## src/rtl/mem_access_stage.sv

```systemverilog
// mem_access_stage -- memory-access stage of the pipelined CPU.
//
// Converts the load/store in MEM into a registered req/ack transaction on
// the data bus. Handles byte/half/word lanes (little-endian), sub-word load
// extension, alignment exceptions and pipeline stall generation.
//
// Optional feature macro: MEM_TIMEOUT_EN
//   defined   : a REQ that sees no dbus_ack for TIMEOUT_CYCLES cycles is
//               aborted and mem_bus_err pulses for the DONE cycle.
//   undefined : REQ waits for dbus_ack indefinitely, mem_bus_err = 0.
//
// Ports:
//   clk, clr                 clock, asynchronous active-high reset
//   mem_wreg/m2reg/wmem      control from EXE/MEM
//   mem_rn                   destination register (not used in this stage)
//   mem_alu, mem_b           effective address, store data
//   mem_size, mem_sext       access size (00 B, 01 H, 1x W), sign-extend
//   dbus_*                   data bus (req/we/addr/wdata/be out, ack/rdata in)
//   mem_mo, mem_wreg_q       load result / qualified write-enable to MEM/WB
//   mem_stall                pipeline freeze while the bus is busy
//   mem_misalign             alignment exception
//   mem_bus_err              bus timeout exception
module mem_access_stage #(
  parameter int TIMEOUT_CYCLES = 255
) (
  input  logic        clk,
  input  logic        clr,
  input  logic        mem_wreg,
  input  logic        mem_m2reg,
  input  logic        mem_wmem,
  input  logic [4:0]  mem_rn,
  input  logic [31:0] mem_alu,
  input  logic [31:0] mem_b,
  input  logic [1:0]  mem_size,
  input  logic        mem_sext,
  output logic        dbus_req,
  output logic        dbus_we,
  output logic [31:0] dbus_addr,
  output logic [31:0] dbus_wdata,
  output logic [3:0]  dbus_be,
  input  logic        dbus_ack,
  input  logic [31:0] dbus_rdata,
  output logic [31:0] mem_mo,
  output logic        mem_wreg_q,
  output logic        mem_stall,
  output logic        mem_misalign,
  output logic        mem_bus_err
);

  typedef enum logic [1:0] {IDLE, REQ, DONE} state_t;

  state_t      state;
  logic [31:0] rdata_q;
  logic        access, misal, is_byte, is_half;
  logic [1:0]  off;
  logic [3:0]  be_n;
  logic [31:0] wdata_n;
  logic [31:0] lane;
  logic [31:0] load_ext;
  logic        tmo_fire;
  logic        bus_err_q;

  // mem_rn is carried by the pipeline register, not by this stage
  logic unused_ok;
  assign unused_ok = ^mem_rn;

  assign access  = mem_m2reg | mem_wmem;
  assign off     = mem_alu[1:0];
  assign is_byte = (mem_size == 2'b00);
  assign is_half = (mem_size == 2'b01);
  assign misal   = (is_half & off[0]) | (~is_byte & ~is_half & (off != 2'b00));

  always_comb begin
    be_n    = 4'b1111;
    wdata_n = mem_b;
    if (is_byte) begin
      be_n    = 4'b0001 << off;
      wdata_n = {4{mem_b[7:0]}};
    end else if (is_half) begin
      be_n    = 4'b0011 << off;
      wdata_n = {2{mem_b[15:0]}};
    end
  end

  // Read lane: the MEM instruction is frozen until DONE, so the current
  // size/offset/sext inputs still describe the captured word.
  assign lane = rdata_q >> {off, 3'b000};
  always_comb begin
    load_ext = rdata_q;
    if (is_byte)
      load_ext = {{24{mem_sext & lane[7]}}, lane[7:0]};
    else if (is_half)
      load_ext = {{16{mem_sext & lane[15]}}, lane[15:0]};
  end

  always_ff @(posedge clk or posedge clr) begin
    if (clr) begin
      state      <= IDLE;
      dbus_req   <= 1'b0;
      dbus_we    <= 1'b0;
      dbus_addr  <= '0;
      dbus_wdata <= '0;
      dbus_be    <= '0;
      rdata_q    <= '0;
    end else begin
      case (state)
        IDLE: if (access && !misal) begin
          state      <= REQ;
          dbus_req   <= 1'b1;
          dbus_we    <= mem_wmem;
          dbus_addr  <= {mem_alu[31:2], 2'b00};
          dbus_wdata <= wdata_n;
          dbus_be    <= be_n;
        end
        REQ: begin
          // ack is tested first so a same-edge ack beats the timeout
          if (dbus_ack) begin
            if (mem_m2reg) rdata_q <= dbus_rdata;
            dbus_req <= 1'b0;
            state    <= DONE;
          end else if (tmo_fire) begin
            dbus_req <= 1'b0;
            state    <= DONE;
          end
        end
        default: state <= IDLE;
      endcase
    end
  end

`ifdef MEM_TIMEOUT_EN
  logic [15:0] tmo_cnt;
  assign tmo_fire = (tmo_cnt == 16'(TIMEOUT_CYCLES - 1));

  // Counter is zero on REQ entry; the flag is set on the abort edge and
  // therefore covers exactly the DONE cycle.
  always_ff @(posedge clk or posedge clr) begin
    if (clr) begin
      tmo_cnt   <= '0;
      bus_err_q <= 1'b0;
    end else begin
      bus_err_q <= (state == REQ) & ~dbus_ack & tmo_fire;
      if (state != REQ) tmo_cnt <= '0;
      else if (!dbus_ack) tmo_cnt <= tmo_cnt + 16'd1;
    end
  end
`else
  logic unused_tmo;
  assign unused_tmo = ^TIMEOUT_CYCLES;
  assign tmo_fire   = 1'b0;
  assign bus_err_q  = 1'b0;
`endif

  assign mem_bus_err  = bus_err_q;
  assign mem_misalign = access & misal;
  assign mem_stall    = access & ~misal & (state != DONE);
  assign mem_mo       = (state == DONE && mem_m2reg && !bus_err_q) ? load_ext : 32'd0;

  always_comb begin
    if (!access)     mem_wreg_q = mem_wreg;
    else if (misal)  mem_wreg_q = 1'b0;
    else             mem_wreg_q = (state == DONE) & mem_wreg & ~bus_err_q;
  end

endmodule

```

## config.mk

```make
export PLATFORM = sky130hd
export DESIGN_NAME = mem_access_stage
export DESIGN_NICKNAME = d
export VERILOG_FILES = /design/src/rtl/mem_access_stage.sv
export SDC_FILE = /design/constraint.sdc
export NUM_CORES = 1
export LEC_CHECK = 0
export ABC_CLOCK_PERIOD_IN_PS = 3050
export CORE_UTILIZATION = 33
export CTS_CLUSTER_SIZE = 24
export DETAILED_ROUTE_END_ITERATION = 8
export HOLD_SLACK_MARGIN = 0.08
export PLACE_DENSITY = 0.66
export SYNTH_ARGS = -nofsm -noshare
export SYNTH_HDL_FRONTEND = slang
export SYNTH_SLANG_ARGS = --single-unit
```

## constraint.sdc

```tcl
create_clock -name clk -period 3.05 [get_ports clk]
set_input_delay 0.61 -clock clk [delete_from_list [all_inputs] [get_ports clk]]
set_output_delay 0.61 -clock clk [all_outputs]
set_load 0.02 [all_outputs]
```

# == Word level (Yosys, flattened, before mapping) ==
# Index checks and enable logic that the tools add are counted.
# totals
register_bits,102
in_bits,110
out_inout_bits,106
elab_cells,56
# op_classes
n_eq_ne,6
n_shift,3
mux,15
bitwise,14
reduce_logical,11
# ops
cell,n
32-bit two-way mux,5
32-bit by 5-bit right shift with 16-bit output,1
1-bit AND,9
4-bit two-way mux,2
2-bit != test (second input constant),3
3-bit AND reduction,2
2-bit by 1-bit equality test with 1-bit output (second input constant),2
2-bit logical NOT,2
1-bit two-way mux,4
2-bit two-way mux,2
2-bit one-hot mux with 2 select lines,1
2-bit AND reduction,2
2-bit nonzero test,2
1-bit by 2-bit << shifter with 4-bit output (first input constant),1
2-bit by 2-bit << shifter with 4-bit output (first input constant),1
1-bit NOT,3
2-bit equality test (second input constant),1
1-bit logical AND,2
1-bit bitwise OR,2
1-bit one-hot mux with 2 select lines,1
1-bit logical NOT,1

# == Logic depth before layout (Yosys ltp) ==
# logic_depth
depth_word,9
ltp_mapped,8
mapped_depth_nobuf,5

# == Least setup slack after synthesis ==
# No wires, ideal clock.
# synth_path
kind,input to output
startpoint,in mem_alu[1]
endpoint,out mem_mo[10]
t_arrival_ps,1948
required_time_ps,2440
slack_ps,492
stages,5
n_path_buf,2
cell_sequence,buf_2 -> buf_2 -> o21bai_1 -> a22oi_1 -> a211oi_1
# synth_between
elab_chain_len,4
word_cells_on_any_way,5
cone_classes,shift: 1; mux: 3; bitwise: 1
# synth_rtl
element,line,source
"start, declared",32,"input logic [31:0] mem_alu,"
32-bit by 5-bit right shift with 16-bit output *,87,"assign lane = rdata_q >> {off, 3'b000};"
32-bit two-way mux or 1-bit AND (tied branches),"92, 91",
32-bit two-way mux *,90,if (is_byte)
32-bit two-way mux *,157,assign mem_mo = (state == DONE && mem_m2reg && !bus_err_q) ? load_ext : 32'd0;
"end, declared",43,"output logic [31:0] mem_mo,"
# Every way passes the cells marked *; elsewhere a longest branch is shown, timed or not.

# == Worst setup path after layout ==
# layout_path
startpoint,in mem_size[0]
endpoint,out mem_mo[16]
# layout_between
elab_chain_len,4
word_cells_on_any_way,5
cone_classes,eq/ne: 1; mux: 3; reduce/logical: 1
# layout_rtl
element,line,source
"start, declared",34,"input logic [1:0] mem_size,"
2-bit by 1-bit equality test with 1-bit output,70,assign is_half = (mem_size == 2'b01);
32-bit two-way mux,92,else if (is_half)
32-bit two-way mux *,90,
32-bit two-way mux *,157,
# Marked as above.

==> results.cfg <==
[place]
io_buffers = 207
place_hpwl_um = 11500
placed_cell_area_um2 = 7690
gp_congestion = 0.906
place_inst = 840

[clock_tree]
worstSkewPairLatency_ns = 0.35
hold_buffers = 0
clk_pin_slew_ns = 0.07
post_cts_buffers = 0
cts_buffer_depth = 2
tritoncts = yes
cts_root_buf = clkbuf_16
cts_htree_levels = 3
cts_made_buffers = 9
cts_sinks = 102

[power_and_ir_drop]
leakagePower_nw = 3.47
vdd_drop_max_mv = 0.485
fin_total_pwr_mw = 6.52
power_density_nw_per_um2 = 819

[cells_and_area]
syn2layout_area_growth_pct = 54.3
multiInputGateArea_um2 = 2450
nFillCells = 1339
finalInstanceArea_um2 = 7960
register_area_um2 = 2550
drive_gt1_share_pct = 29.5
utilization_pct = 52.2
diodes = 0
fin_nets = 754
final_cells = 856

[logic_synthesis]
ys_async_sr_fraction_pct = 100
yosys_most_used_dff = dfrtp_1
synth_top_area_cell = dfrtp_1
synth-edff-count = 0
postSynthRegisterBits = 102
syn-cell-area_um2 = 5160
synthMostInstantiatedCell = mux2_2
netlist_instances = 416
synth_commonest_cells = mux2_2, dfrtp_1, nand2_1
ys_types = 45
synth_warnings = 0
seq_area_frac_synth_pct = 49.5
yosysTopAreaCellShare_pct = 49.5
synth_area_leaders = dfrtp_1, mux2_2, mux2i_1, o21ai_0, nand2_1
synth.avg_cell_area_um2 = 12.4

[setup_path]
cp.required_ns = 2.44
endpoint_kind = output pin
regToRegEndpoint = rdata_q[20]$_DFFE_PP0P_
reg2reg_depth = 4
worstPathArrival_ns = 2.35
rrSetupSlack_ns = 1.40
worst-path-max-fanout = 16
rr_startpoint = state[0]$_DFFE_PP0P_
critPathLaunchType = input port
worstSetupStartpoint = mem_size[0]
crit_type = in -> out

[timing]
slew_viol_final = 0
hold_violations = 0
setup_viol = 0
tightestPinTransition_ns = 0.691
slew_headroom_pct = 53.9
rsz0062_at_grt = false
skew_ns = 0.00851
finalCriticalPeriod_ns = 2.96
fmax_ghz = 0.338
period_share_pct = 97.0

[route]
drt-total-wl_um = 15400
dr.pass1.iters = 4
vias = 4196
wl_per_cell_um = 18.0
drcViolationCount = 0
dr.first_iter.drc_count = 206
antenna_left = 0
viasPerCell = 4.90

[global_routing]
grt_pass1_vias = 4542
grt_pass1_wl_um = 24400
antenna_found_initial = 0
overflow = 0
grt_max_degree = 53
track_usage_pct = 19.8

[floorplan]
die_h_um = 127
die_area_um2 = 16100
core_um2 = 15300
rows = 45
io-pin-count = 216
die_w_um = 127
start_util_pct = 33.8

[hold_path]
hp-start = dbus_addr[5]$_DFFE_PP0P_
hold_end = dbus_addr[5]$_DFFE_PP0P_
hold_path_depth = 1
hp-class = reg -> reg

[job]
cap_violations = 0

[run_status]
status = completed
==> metrics by stage <==
step | setup slack, ns | hold slack, ns | TNS (ns)
detailed placement | -0.467 | 0.491 | -13.31
floorplan | 0.492 | 0.454 | 0
CTS | 0.00845 | 0.508 | 0
finish | 0.0925 | 0.506 | 0
global route | 0.000969 | 0.530 | 0
global placement | -0.409 | 0.487 | -12.09
==> worst max-delay path by stage <==
stage / endpoint / slack (ns) / depth (start not counted)
2_1_floorplan: mem_mo[10] / 0.49 / 5
3_3_place_gp: mem_mo[11] / -0.41 / 7
3_5_place_dp: mem_mo[16] / -0.47 / 6
4_1_cts: mem_mo[16] / 0.008 / 6
5_1_grt: mem_mo[12] / 0.001 / 6
6_report: mem_mo[16] / 0.09 / 7
==> registers in the layout (all words and copies together), names as in the netlist <==
signal      count
dbus_we         1
dbus_wdata     32
dbus_be         4
state           2
dbus_addr      30
dbus_req        1
rdata_q        32
==> what timing repair did <==
item,in CTS,in global routing
gates cloned,0,0
pin swaps,0,0
gates resized for setup,40,17
endpoints found under the setup margin,34,19
==> cells by family after synthesis <==
logic type	synth area share [%]
flops	49.5
compound gates	10.9
mux	28.6
fa+ha+maj	0.970
buf+inv	3.81
other cells	0.0727
simple gates	6.16
==> cells in the final DEF (no fill, tap or decap), drive strengths merged, types with 2 or more instances in the layout <==
cell	netlist	routed
nor2	5	5
a21boi	2	2
a22oi	7	7
ha	4	4
inv	6	8
and3b	10	10
clkinv	1	2
a21oi	5	5
clkbuf	8	15
o2111ai	2	2
conb	1	3
dlygate4sd2	0	28
a2bb2oi	7	7
nand3	2	2
nand2	30	30
and4b	2	2
clkinvlp	0	2
o21ai	34	34
dfrtp	102	102
mux2i	16	16
a211oi	8	8
buf	24	38
clkdlybuf4s50	0	170
mux2	115	115
nand2b	3	3
o221a	7	7
==> layer usage <==
| layer | track usage [%] | part of all wire, % | routed length (µm) |
|---|---|---|---|
| met5 | 0 | 0 | 0 |
| met4 | 8.40 | 1.9 | 288 |
| met3 | 7.16 | 11 | 1640 |
| met2 | 32.1 | 47 | 7210 |
| met1 | 23.9 | 41 | 6270 |
==> where the power goes <==
| part | internal [mW] | switching (mW) | total [mW] |
|---|---|---|---|
| Sequential | 1.98 | 0.434 | 2.41 |
| Combinational | 1.59 | 1.30 | 2.89 |
| Clock | 0.672 | 0.546 | 1.22 |
| Total | 4.24 | 2.28 | 6.52 |
==> worst max-delay path, cell delays in order <==
cell and delay, ns:
clkdlybuf4s50_1 0.42, buf_4 0.17, and2b_1 0.19, a221oi_4 0.34
buf_12 0.18, o21ai_0 0.09, dlygate4sd2_1 0.34
==> layout make-up <==
class	count	share of cell area, %
flip-flops and latches	102	32.1
well taps	211	3.32
clock buffers	10	3.00
inverters	7	0.377
multi-input cells	277	30.8
clock inverters	6	0.943
repair buffers	243	29.5
Power figures use the tool's default switching activity.
